==> config.mk <==
export PLATFORM = sky130hd
export DESIGN_NAME = alu_writeback
export DESIGN_NICKNAME = d
export VERILOG_FILES = /design/src/rtl/wb_pkg.sv /design/src/rtl/wb_scoreboard.sv /design/src/rtl/alu_writeback.sv
export SDC_FILE = /design/constraint.sdc
export NUM_CORES = 1
export LEC_CHECK = 0
export ABC_CLOCK_PERIOD_IN_PS = 5470
export CAP_MARGIN = 10
export CORE_MARGIN = 8
export CORE_UTILIZATION = 48
export CTS_CLUSTER_SIZE = 40
export DETAILED_ROUTE_END_ITERATION = 10
export MAX_ROUTING_LAYER = met4
export PLACE_DENSITY_LB_ADDON = 0.25
export SLEW_MARGIN = 20
export SYNTH_ARGS = -nofsm -noshare
export SYNTH_HDL_FRONTEND = slang
export SYNTH_SLANG_ARGS = --single-unit
==> constraint.sdc <==
create_clock -name clk -period 5.47 [get_ports clk]
set_input_delay 1.094 -clock clk [delete_from_list [all_inputs] [get_ports clk]]
set_output_delay 1.094 -clock clk [all_outputs]
set_load 0.005 [all_outputs]
==> src/rtl/wb_pkg.sv <==
// rtl/wb_pkg.sv - shared writeback types, widths and W-op sign extension
package wb_pkg;

    localparam int XLEN           = 64;
    localparam int REG_ADDR_WIDTH = 5;

    typedef struct packed {
        logic [XLEN-1:0] data;
        logic [4:0]      rd;
    } wb_entry_t;

    // RV64 W-ops produce a 32-bit result that is sign-extended into the full register
    function automatic logic [XLEN-1:0] sext_word(input logic [XLEN-1:0] r, input logic word_op);
        return word_op ? {{(XLEN-32){r[31]}}, r[31:0]} : r;
    endfunction

endpackage

==> src/rtl/wb_scoreboard.sv <==
// rtl/wb_scoreboard.sv - destination-register pending bitmap with set/clear/query
module wb_scoreboard #(
    parameter int REG_ADDR_WIDTH = 5
) (
    input  logic                      clk,
    input  logic                      reset,
    input  logic                      flush,
    input  logic                      set_en,
    input  logic [REG_ADDR_WIDTH-1:0] set_rd,
    input  logic                      clr_en,
    input  logic [REG_ADDR_WIDTH-1:0] clr_rd,
    input  logic [REG_ADDR_WIDTH-1:0] rs1_addr,
    input  logic [REG_ADDR_WIDTH-1:0] rs2_addr,
    output logic                      rs1_pending,
    output logic                      rs2_pending
);

    localparam int NREGS = 1 << REG_ADDR_WIDTH;

    logic [NREGS-1:0] pending_q, pending_d;

    // A new issue to the same rd outranks the retiring write, and survives a flush
    always_comb begin
        pending_d = pending_q;
        if (flush) begin
            pending_d = '0;
        end else if (clr_en) begin
            pending_d[clr_rd] = 1'b0;
        end
        if (set_en && set_rd != '0) begin
            pending_d[set_rd] = 1'b1;
        end
    end

    always_ff @(posedge clk) begin
        if (reset) begin
            pending_q <= '0;
        end else begin
            pending_q <= pending_d;
        end
    end

    assign rs1_pending = (rs1_addr != '0) && pending_q[rs1_addr];
    assign rs2_pending = (rs2_addr != '0) && pending_q[rs2_addr];

endmodule

==> src/rtl/alu_writeback.sv <==
// rtl/alu_writeback.sv - ALU writeback: result FIFO, register-file write port, scoreboard and forwarding
module alu_writeback #(
    parameter int BUS_DATA_WIDTH = 64,
    parameter int REG_ADDR_WIDTH = 5,
    parameter int DEPTH          = 2
) (
    input  logic                      clk,
    input  logic                      reset,
    input  logic                      flush,
    input  logic                      issue_valid,
    input  logic [REG_ADDR_WIDTH-1:0] issue_rd,
    input  logic                      ex_valid,
    output logic                      ex_ready,
    input  logic [BUS_DATA_WIDTH-1:0] ex_result,
    input  logic [REG_ADDR_WIDTH-1:0] ex_rd,
    input  logic                      ex_word_op,
    output logic                      rf_wr_en,
    output logic [REG_ADDR_WIDTH-1:0] rf_wr_addr,
    output logic [BUS_DATA_WIDTH-1:0] rf_wr_data,
    input  logic                      rf_wr_ready,
    input  logic [REG_ADDR_WIDTH-1:0] rs1_addr,
    input  logic [REG_ADDR_WIDTH-1:0] rs2_addr,
    output logic                      rs1_busy,
    output logic                      rs2_busy,
    output logic                      rs1_fwd_hit,
    output logic [BUS_DATA_WIDTH-1:0] rs1_fwd_data,
    output logic                      rs2_fwd_hit,
    output logic [BUS_DATA_WIDTH-1:0] rs2_fwd_data
);

    import wb_pkg::*;

    localparam int PTR_W = (DEPTH > 1) ? $clog2(DEPTH) : 1;
    localparam int CNT_W = PTR_W + 1;

    wb_entry_t        fifo_q [DEPTH];
    logic [PTR_W-1:0] wr_ptr_q, wr_ptr_d;
    logic [PTR_W-1:0] rd_ptr_q, rd_ptr_d;
    logic [CNT_W-1:0] count_q, count_d;

    wb_entry_t head;
    logic      head_valid;
    logic      head_wr;
    logic      enq;
    logic      deq;
    logic      rs1_pending;
    logic      rs2_pending;

    assign head       = fifo_q[rd_ptr_q];
    assign head_valid = (count_q != '0);
    assign head_wr    = head_valid && (head.rd != '0);

    // Ready comes from the registered count only, so a full buffer never passes through
    assign ex_ready = (count_q < CNT_W'(DEPTH));
    assign enq      = ex_valid && ex_ready && !flush;
    // rd==0 entries never write and retire on their first head cycle regardless of rf_wr_ready
    assign deq      = head_valid && ((head.rd == '0) || rf_wr_ready);

    always_comb begin
        wr_ptr_d = wr_ptr_q;
        rd_ptr_d = rd_ptr_q;
        count_d  = count_q;
        if (flush) begin
            wr_ptr_d = '0;
            rd_ptr_d = '0;
            count_d  = '0;
        end else begin
            if (enq) begin
                wr_ptr_d = wr_ptr_q + PTR_W'(1);
            end
            if (deq) begin
                rd_ptr_d = rd_ptr_q + PTR_W'(1);
            end
            case ({enq, deq})
                2'b10:   count_d = count_q + CNT_W'(1);
                2'b01:   count_d = count_q - CNT_W'(1);
                default: count_d = count_q;
            endcase
        end
    end

    always_ff @(posedge clk) begin
        if (reset) begin
            wr_ptr_q <= '0;
            rd_ptr_q <= '0;
            count_q  <= '0;
        end else begin
            wr_ptr_q <= wr_ptr_d;
            rd_ptr_q <= rd_ptr_d;
            count_q  <= count_d;
        end
    end

    always_ff @(posedge clk) begin
        if (enq) begin
            fifo_q[wr_ptr_q] <= '{data: sext_word(ex_result, ex_word_op), rd: ex_rd};
        end
    end

    assign rf_wr_en   = head_wr;
    assign rf_wr_addr = head_wr ? head.rd : '0;
    assign rf_wr_data = head_wr ? head.data : '0;

    // Walk oldest to youngest so the last match (youngest) wins
    always_comb begin
        rs1_fwd_hit  = 1'b0;
        rs1_fwd_data = '0;
        rs2_fwd_hit  = 1'b0;
        rs2_fwd_data = '0;
        for (int k = 0; k < DEPTH; k++) begin
            if (CNT_W'(k) < count_q) begin
                if (rs1_addr != '0 && fifo_q[rd_ptr_q + PTR_W'(k)].rd == rs1_addr) begin
                    rs1_fwd_hit  = 1'b1;
                    rs1_fwd_data = fifo_q[rd_ptr_q + PTR_W'(k)].data;
                end
                if (rs2_addr != '0 && fifo_q[rd_ptr_q + PTR_W'(k)].rd == rs2_addr) begin
                    rs2_fwd_hit  = 1'b1;
                    rs2_fwd_data = fifo_q[rd_ptr_q + PTR_W'(k)].data;
                end
            end
        end
    end

    wb_scoreboard #(
        .REG_ADDR_WIDTH(REG_ADDR_WIDTH)
    ) u_scoreboard (
        .clk         (clk),
        .reset       (reset),
        .flush       (flush),
        .set_en      (issue_valid),
        .set_rd      (issue_rd),
        .clr_en      (head_wr && rf_wr_ready),
        .clr_rd      (head.rd),
        .rs1_addr    (rs1_addr),
        .rs2_addr    (rs2_addr),
        .rs1_pending (rs1_pending),
        .rs2_pending (rs2_pending)
    );

    assign rs1_busy = rs1_pending && !rs1_fwd_hit;
    assign rs2_busy = rs2_pending && !rs2_fwd_hit;

endmodule
* After elaboration in Yosys (flattened, before gate mapping)
Memories as Yosys holds them, arrays and structs flattened. A register that Yosys moved wholly into a read port is not among the register bits. Index checks and enable logic that the tools add are counted.
Storage, ports and cells: word-level logic and storage cells 90, input bits 91, memories 1, output and inout bits 203, RAM bits 138, flip-flop bits (word level) 36
Operators by class: reduce and logical (&&, ||, !) cells 28, $lt $le $gt $ge 9, add/sub/neg operators 4, equality and inequality tests 6, bitwise gates (word level) 3, mux-type cells 35
Memory list:
- fifo_q | words 2, bits a word 69, read ports 2, clocked after memory_dff 1, write ports 1, RTL line alu_writeback.sv:36 | wb_entry_t fifo_q [DEPTH];
Operator list (count):
- 2-to-1 mux 64 bit | 10
- 2-to-1 mux 32 bit | 3
- AND 32 bit | 1
- NOT 32 bit | 1
- bitwise OR 32 bit | 1
- less-than comparator 5 x 6 -> 1 bit (second input constant) | 4
- == test 5 bit | 4
- nonzero test 5 bit | 4
- logical AND 1 bit | 16
- 2-to-1 mux 1 bit | 16
- binary-select mux 1 bit (select 5 bit) | 2
- demux 1 bit (select 5 bit) | 2
- greater-or-equal comparator 5 x 1 -> 1 bit (second input constant) | 2
- logical NOT 5 bit | 1
- 2-to-1 mux 5 bit | 1
- less-than comparator 1 x 2 -> 1 bit (first input constant) | 2
- case mux 2 bit (2 select lines) | 1
- nonzero test 2 bit | 2
- logical NOT 1 bit | 3
- adder 1 bit (second input constant) | 2
- adder 2 x 1 -> 2 bit (second input constant) | 1
- == test 2 x 1 -> 1 bit (second input constant) | 1
- == test 2 bit (second input constant) | 1
- less-than comparator 2 bit (second input constant) | 1
- other kinds (3) | 3

* Depth between registers and ports, before layout
Gate-level depths: netlist of the first run.
depth after elaboration 10, depth in mapped cells 10, gate-level depth less buffers 8

* Cells and area by module
From an unflattened synthesis of the first run, not the netlist that was laid out.
Unflattened totals: cell total of the unflattened synthesis 1006, area, all modules 11244.5 um^2
Modules (own cells, without submodules):
- alu_writeback | area each 9323.9 um^2, instances 1, cells an instance 821, seq. area each 4244.1 um^2
- wb_scoreboard | area each 1920.6 um^2, instances 1, cells an instance 185, seq. area each 640.6 um^2

* Worst setup path after synthesis of the first run
Ideal clock, no wire load.
kind input to register, start point in flush, end point mem fifo_q[0][0] in the netlist's numbering, enable pin, path buffers 0, slack 795 ps, required time 4973 ps, stages 3, arrival time 4178 ps, library setup time 497 ps, cell sequence nor2_1 -> nand2_1 -> nor2_1
On the way: word-level cells in the longest chain between the ends 4
RTL lines:
- start: declaration | RTL line alu_writeback.sv:9 | input logic flush,
- logical NOT 1 bit | RTL line alu_writeback.sv:55 | assign enq = ex_valid && ex_ready && !flush;
- logical AND 1 bit | RTL line alu_writeback.sv:55
- 2-to-1 mux 1 bit | RTL line alu_writeback.sv:95 | if (enq) begin
- 2-to-1 mux 1 bit (not written as such) | RTL line alu_writeback.sv:96 | fifo_q[wr_ptr_q] <= '{data: sext_word(ex_result, ex_word_op), rd: ex_rd};
- end: declaration | RTL line alu_writeback.sv:36
No other way between the ends.

* Worst setup path after layout of the first run
start point in rs2_addr[2], end point out rs2_fwd_data[31]
On the way: word-level cells in the longest chain between the ends 6, elaborated cells on any way between the ends 9, classes of those cells eq/ne: 2; mux: 4; reduce/logical: 3
RTL lines:
- start: declaration | RTL line alu_writeback.sv:22 | input logic [REG_ADDR_WIDTH-1:0] rs2_addr,
- == test 5 bit / nonzero test 5 bit (equally long branches) | RTL line alu_writeback.sv:116 | if (rs2_addr != '0 && fifo_q[rd_ptr_q + PTR_W'(k)].rd == rs2_addr) begin
- logical AND 1 bit | RTL line alu_writeback.sv:116
- 2-to-1 mux 64 bit | RTL line alu_writeback.sv:116
- 2-to-1 mux 64 bit | RTL line alu_writeback.sv:111 | if (CNT_W'(k) < count_q) begin
- 2-to-1 mux 64 bit | RTL line alu_writeback.sv:116
- 2-to-1 mux 64 bit * | RTL line alu_writeback.sv:111
- end: declaration | RTL line alu_writeback.sv:28 | output logic [BUS_DATA_WIDTH-1:0] rs2_fwd_data
Mark *: on every way between the ends. The rest lies on a longest branch, timed or not.

==> results.cfg, run 1 <==
[sta]
slew_viol_final = 0
final_period_minus_worst_setup_slack_ps = 5110
slew-limit-headroom_pct = 30.98
timing.final.hold_violations = 0
timing.final.ws_setup_ps = 359.5
report.final.setup_viol = 0
rsz_0062_raised_after_global_routing = no
fin_worst_skew_ps = 10.97
fraction_of_the_cycle_the_final_worst_path_needs_pct = 93.43
fmax_mhz = 195.7
finalSetupTns_ps = 0
worst_slew_pin_slew_ps = 1027

[drt]
num_vias = 8143
drc = 0
post_drt_via_cell_ratio = 5.825
drtIter0Drc = 646
routedWlPerCell_um = 22.29
detail-route-antenna-nets = 0
firstDrtPassIters = 5
drt_wl_total_um = 31160

[critical_path]
worst-endpoint-arrival_ps = 4020
r2r-end = u_scoreboard.pending_q[12]
rr_worst_depth = 8
crit_type = in -> out
cp_num_cells = 9
cpPeakStageDelay_ps = 700
cp.buffers_inverters = 3
cpMaxStageDelayCell = sky130_fd_sc_hd__clkdlybuf4s50_1
worstPathCellList = clkdlybuf4s50_1 -> nor4_1 -> or3_1 -> a211oi_2 -> nand3_1 -> mux2i_4 -> buf_12 -> a22o_1 -> clkdlybuf4s50_1
first_element_of_the_critical_path = rs2_addr[2]
reg2reg_slack_ps = 2160
worst_setup_path_start_kind = input pin
end_point_of_the_critical_path = rs2_fwd_data[31]
cp.required_ps = 4380
worst_path_dominant_cell_family = buffers and inverters
setup.worst_path.end_class = primary output
critical_path_peak_fanout = 56
timing.critical_path.mode_cell = sky130_fd_sc_hd__clkdlybuf4s50_1

[logic_synthesis]
synth-seq-area-share_pct = 50.45
mappedNetlistArea_mm2 = 0.009683
synthesis.yosys.warnings = 0
synth.top_cell.area_share_pct = 42.80
ys_seq_elements = 175
yosys_most_used_dff = sky130_fd_sc_hd__edfxtp_1
synthDominantAreaCellType = sky130_fd_sc_hd__edfxtp_1
synth_enable_flop_cells = 138
asyncSetResetFlopFracSynth_pct = 0
syn_avg_cell_area_um2 = 11.47
syn_inst = 844
post_synth_num_cell_types = 50
synth.top_cells.by_area = sky130_fd_sc_hd__edfxtp_1, sky130_fd_sc_hd__a22o_1, sky130_fd_sc_hd__dfxtp_1
postSynthNetCount = 938

[global_route]
grt_pass1_wl_um = 46890
antenna_violations_before_repair = 4
gr-usage-all-layers_pct = 25.19
first_global_vias = 8184
grt_remaining_overflow = 0
pin_count_of_the_biggest_net_entering_global_routing = 60

[clock_network]
cts.path.max_buffers = 2
numCtsBuffers = 17
hold_bufs_inserted_after_cts = 0
clkLatencyLatePin_ps = 420
clk_transition_reported_paths_ps = 70
postCtsResizedCells = 0
cts_tree = built
htree_levels = 4
clock_root_buffer = sky130_fd_sc_hd__clkbuf_16
cts_sinks = 175
post-cts-setup-buffer-count = 0

[finish]
synthToLayoutAreaGrowth_pct = 37.96
post_route_cells_drive_above_1_share_pct = 8.363
layout.filler_cells = 1582
layout.nets = 1205
layout_cells_excl_fill = 1398
commonest_non_fill_non_tap_cell_in_the_layout = sky130_fd_sc_hd__clkdlybuf4s50_1
commonest_cells_after_routing_fill_and_taps_aside = sky130_fd_sc_hd__clkdlybuf4s50_1, sky130_fd_sc_hd__edfxtp_1, sky130_fd_sc_hd__a22o_1, sky130_fd_sc_hd__nor2_1, sky130_fd_sc_hd__mux2i_1

[run_status]
outcome = complete, no violations

[min_path]
hold_path_class = reg -> reg
worst_hold_path.num_cells = 1
hp-start = u_scoreboard.pending_q[0]

[place]
gpl.final_weighted_congestion = 0.9106
dpl.cell_count = 1362
post-place-ws_ps = 371.1
post-dp-hpwl_um = 22280
port_buffers = 293

[power_and_ir_drop]
p_leak_nw = 4.530
vdd_ir_drop_max_mv = 0.2043
p_per_area_mw_per_mm2 = 229.6

[floorplan]
core_mm2 = 0.02004
boundaryPins = 294
floorplan.initialDensity_pct = 48.32
die_h_um = 158.0
dieWidth_um = 158.0
num_rows = 52
die_area_mm2 = 0.02497

[flow_run]
cap_violations = 0
[synthesized netlist by cell type (3+ instances only)]
master,instances
sky130_fd_sc_hd__nand2_1,38
sky130_fd_sc_hd__nor2b_1,13
sky130_fd_sc_hd__o211ai_1,4
sky130_fd_sc_hd__xnor2_1,13
sky130_fd_sc_hd__nor2_1,106
sky130_fd_sc_hd__clkbuf_1,30
sky130_fd_sc_hd__buf_2,4
sky130_fd_sc_hd__edfxtp_1,138
sky130_fd_sc_hd__mux2_2,3
sky130_fd_sc_hd__buf_6,26
sky130_fd_sc_hd__o21ai_0,41
sky130_fd_sc_hd__a32o_1,4
sky130_fd_sc_hd__xor2_1,7
sky130_fd_sc_hd__ha_1,3
sky130_fd_sc_hd__mux2i_2,3
sky130_fd_sc_hd__buf_1,5
sky130_fd_sc_hd__nand2b_1,19
sky130_fd_sc_hd__a21oi_1,42
sky130_fd_sc_hd__nand3_1,6
sky130_fd_sc_hd__nor3_1,10
sky130_fd_sc_hd__dfxtp_1,37
sky130_fd_sc_hd__mux4_2,17
sky130_fd_sc_hd__inv_1,39
sky130_fd_sc_hd__a22o_1,128
sky130_fd_sc_hd__mux2i_1,73
[flip-flops by register name (all words and copies together), names as in the netlist, named ones only]
signal	flops
wr_ptr_q	1
rd_ptr_q	1
count_q	2
fifo_q	138
u_scoreboard.pending_q	32
[power by group]
| part | leakage [nW] | internal, mW | switching, mW |
|---|---|---|---|
| Sequential | 1.57 | 1.48 | 0.0309 |
| Combinational | 2.67 | 0.202 | 0.196 |
| Clock | 0.291 | 0.649 | 0.510 |
[through the flow]
| step | hold slack (ps) | area (um2) | total power, mW | util [%] |
|---|---|---|---|---|
| finish | 475.8 | 13360 | 3.067 | 66.66 |
| global route | 508.1 | 13360 | 3.174 | 66.66 |
| CTS | 471.4 | 13350 | 3.084 | 66.61 |
| detailed placement | 456.5 | 12780 | 1.936 | 63.77 |
| global placement | 446.8 | 12780 | 1.927 | 63.77 |
| floorplan | 424.9 | 9683 | 1.717 | - |
[metal layers]
layer | global-route usage, % | part of all wire [%] | routed length [um] | up-vias
li1 | - | - | - | 3694
met1 | 31.28 | 40 | 12320 | 3939
met2 | 39.04 | 47 | 14690 | 448
met3 | 5.678 | 10 | 3180 | 62
met4 | 11.14 | 3.1 | 962 | 0
met5 | - | 0 | 0 | -
[cells by family after synthesis]
| logic type | after synthesis | synth area share [%] |
|---|---|---|
| simple gates | 208 | 9.846 |
| buf+inv | 106 | 6.254 |
| compound gates | 232 | 18.21 |
| mux | 100 | 13.05 |
| xor+xnor | 20 | 1.809 |
| fa+ha+maj | 3 | 0.3877 |
| flops | 175 | 50.45 |
[worst min-delay path by stage]
stage,endpoint
floorplan,u_scoreboard.pending_q[0]
global placement,u_scoreboard.pending_q[0]
detailed placement,u_scoreboard.pending_q[0]
CTS,u_scoreboard.pending_q[0]
global route,u_scoreboard.pending_q[0]
finish,u_scoreboard.pending_q[0]
[cell type report]
| type | count | area, um2 | area share, % |
|---|---|---|---|
| multi-input combinational | 563 | 4209 | 31.51 |
| tap | 270 | 337.8 | 2.529 |
| clock buffer | 20 | 489.2 | 3.662 |
| sequential | 175 | 4888 | 36.59 |
| clock inverter | 12 | 80.08 | 0.5994 |
| timing repair buffer | 315 | 3198 | 23.94 |
| antenna | 4 | 10.01 | 0.07493 |
| inverter | 39 | 146.4 | 1.096 |
Power figures use the tool's default switching activity.
==> run 2, diff against run 1 <==
CTS_CLUSTER_DIAMETER = 40   (was unset)
==> results of run 2 <==
No change in the layout: final DEF, timing and power equal those of run 1.
==> run 3, diff against run 2 <==
CORE_ASPECT_RATIO = 1.1   (was unset)
==> results.cfg, run 3 (synthesis gave the netlist of run 1 again) <==
[run_status]
outcome = complete, no violations

[clock_network]
post-cts-setup-buffer-count = 0
cts_tree = built
postCtsResizedCells = 0
clock_root_buffer = sky130_fd_sc_hd__clkbuf_16
numCtsBuffers = 17
clk_transition_reported_paths_ps = 70
hold_bufs_inserted_after_cts = 0
cts.path.max_buffers = 2
htree_levels = 4
cts_sinks = 175
clkLatencyLatePin_ps = 430

[global_route]
first_global_vias = 8145
grt_remaining_overflow = 0
antenna_violations_before_repair = 2
pin_count_of_the_biggest_net_entering_global_routing = 65
gr-usage-all-layers_pct = 25.70
grt_pass1_wl_um = 47400

[critical_path]
cpMaxStageDelayCell = sky130_fd_sc_hd__clkdlybuf4s50_1
crit_type = in -> out
worst_path_dominant_cell_family = buffers and inverters
first_element_of_the_critical_path = rs2_addr[3]
cp.buffers_inverters = 3
worstPathCellList = clkdlybuf4s50_1 -> nor4_1 -> or3_1 -> a211oi_2 -> nand3_1 -> mux2i_4 -> buf_12 -> a22o_1 -> clkdlybuf4s50_1
cp_num_cells = 9
rr_worst_depth = 7
worst-endpoint-arrival_ps = 4020
worst_setup_path_start_kind = input pin
timing.critical_path.mode_cell = sky130_fd_sc_hd__clkdlybuf4s50_1
cpPeakStageDelay_ps = 690
setup.worst_path.end_class = primary output
r2r-end = u_scoreboard.pending_q[12]
critical_path_peak_fanout = 64
end_point_of_the_critical_path = rs2_fwd_data[9]
cp.required_ps = 4380
reg2reg_slack_ps = 2500

[sta]
slew_viol_final = 0
fin_worst_skew_ps = 14.50
rsz_0062_raised_after_global_routing = no
fraction_of_the_cycle_the_final_worst_path_needs_pct = 93.47
finalSetupTns_ps = 0
slew-limit-headroom_pct = 29.09
timing.final.hold_violations = 0
worst_slew_pin_slew_ps = 1061
final_period_minus_worst_setup_slack_ps = 5113
report.final.setup_viol = 0
fmax_mhz = 195.6

[finish]
commonest_non_fill_non_tap_cell_in_the_layout = sky130_fd_sc_hd__clkdlybuf4s50_1
synthToLayoutAreaGrowth_pct = 37.77
combined_area_of_the_multi_input_logic_cells_mm2 = 0.004209
commonest_cells_after_routing_fill_and_taps_aside = sky130_fd_sc_hd__clkdlybuf4s50_1, sky130_fd_sc_hd__edfxtp_1, sky130_fd_sc_hd__a22o_1, sky130_fd_sc_hd__nor2_1, sky130_fd_sc_hd__mux2i_1
regMostFlops = fifo_q
layout.nets = 1207
ff_latch_area_mm2 = 0.004888
layout_cells_excl_fill = 1380
largest_reg_flops = 138
layout.filler_cells = 1505
post_route_cells_drive_above_1_share_pct = 8.622
biggestRegsByFlops = fifo_q x138, u_scoreboard.pending_q x32, count_q x2

[min_path]
hold_path_class = reg -> reg
hp-start = u_scoreboard.pending_q[4]

[power_and_ir_drop]
p_leak_nw = 4.519
p_per_area_mw_per_mm2 = 237.0
power.total_mw = 3.162
vdd_ir_drop_max_mv = 0.1944

[drt]
detail-route-antenna-nets = 0
routedWlPerCell_um = 23.45
post_drt_via_cell_ratio = 5.869
num_vias = 8099
drtIter0Drc = 596
drt_wl_total_um = 32360
firstDrtPassIters = 5
drc = 0

[floorplan]
boundaryPins = 294
num_rows = 54
core_mm2 = 0.01980
dieWidth_um = 151.4
die_h_um = 165.0
floorplan.initialDensity_pct = 48.91
die_area_mm2 = 0.02498

[place]
dpl.cell_count = 1346
post-dp-hpwl_um = 23230
port_buffers = 293
gpl.final_weighted_congestion = 0.9125

[flow_run]
cap_violations = 0
==> run 3: worst min path at each step <==
stage                     slack (ps)  cells past startpoint                   endpoint
after global routing             540                      2  u_scoreboard.pending_q[8]
after global placement           470                      1  u_scoreboard.pending_q[0]
after detailed placement         480                      1  u_scoreboard.pending_q[0]
after CTS                        500                      2  u_scoreboard.pending_q[4]
after floorplan                  420                      1  u_scoreboard.pending_q[0]
final                            510                      2  u_scoreboard.pending_q[4]
==> run 3: layout make-up <==
cell class | instances | share of cell area, %
tap | 252 | 2.364
clock inverter | 14 | 1.388
antenna | 3 | 0.05627
inverter | 39 | 1.097
timing repair buffer | 317 | 23.71
multi-input combinational | 563 | 31.55
clock buffer | 17 | 3.189
sequential | 175 | 36.64
==> run 3: power by group <==
part | total, mW | switching, mW | internal, mW
Sequential | 1.51 | 0.0315 | 1.48
Combinational | 0.399 | 0.199 | 0.200
Clock | 1.25 | 0.526 | 0.724
==> run 3: layer usage <==
| layer | GRT usage [%] | vias to the layer above | part of all wire, % |
|---|---|---|---|
| met4 | 8.330 | 0 | 2.4 |
| met5 | - | - | 0 |
| met2 | 44.42 | 409 | 52 |
| met3 | 4.905 | 51 | 8.8 |
| li1 | - | 3699 | - |
| met1 | 29.49 | 3940 | 37 |
==> run 3: worst reg2reg max path, cell delays in order (launching register included) <==
cell	delay, ps
sky130_fd_sc_hd__dfxtp_4	650
sky130_fd_sc_hd__mux2i_2	580
sky130_fd_sc_hd__and3_1	350
sky130_fd_sc_hd__a21o_2	600
sky130_fd_sc_hd__inv_1	180
sky130_fd_sc_hd__and3_1	310
sky130_fd_sc_hd__nand2_1	100
sky130_fd_sc_hd__a32o_1	170
==> run 3: through the flow <==
step | hold WS (ps) | worst slack (ps) | instance area, um2 | util [%]
2_1_floorplan | 424.9 | 795.1 | 9683 | -
3_3_place_gp | 470.0 | 438.5 | 12720 | 64.26
3_5_place_dp | 475.3 | 373.9 | 12720 | 64.26
4_1_cts | 495.7 | 360.6 | 13330 | 67.35
5_1_grt | 543.6 | 237.7 | 13340 | 67.37
6_report | 511.3 | 357.0 | 13340 | 67.39
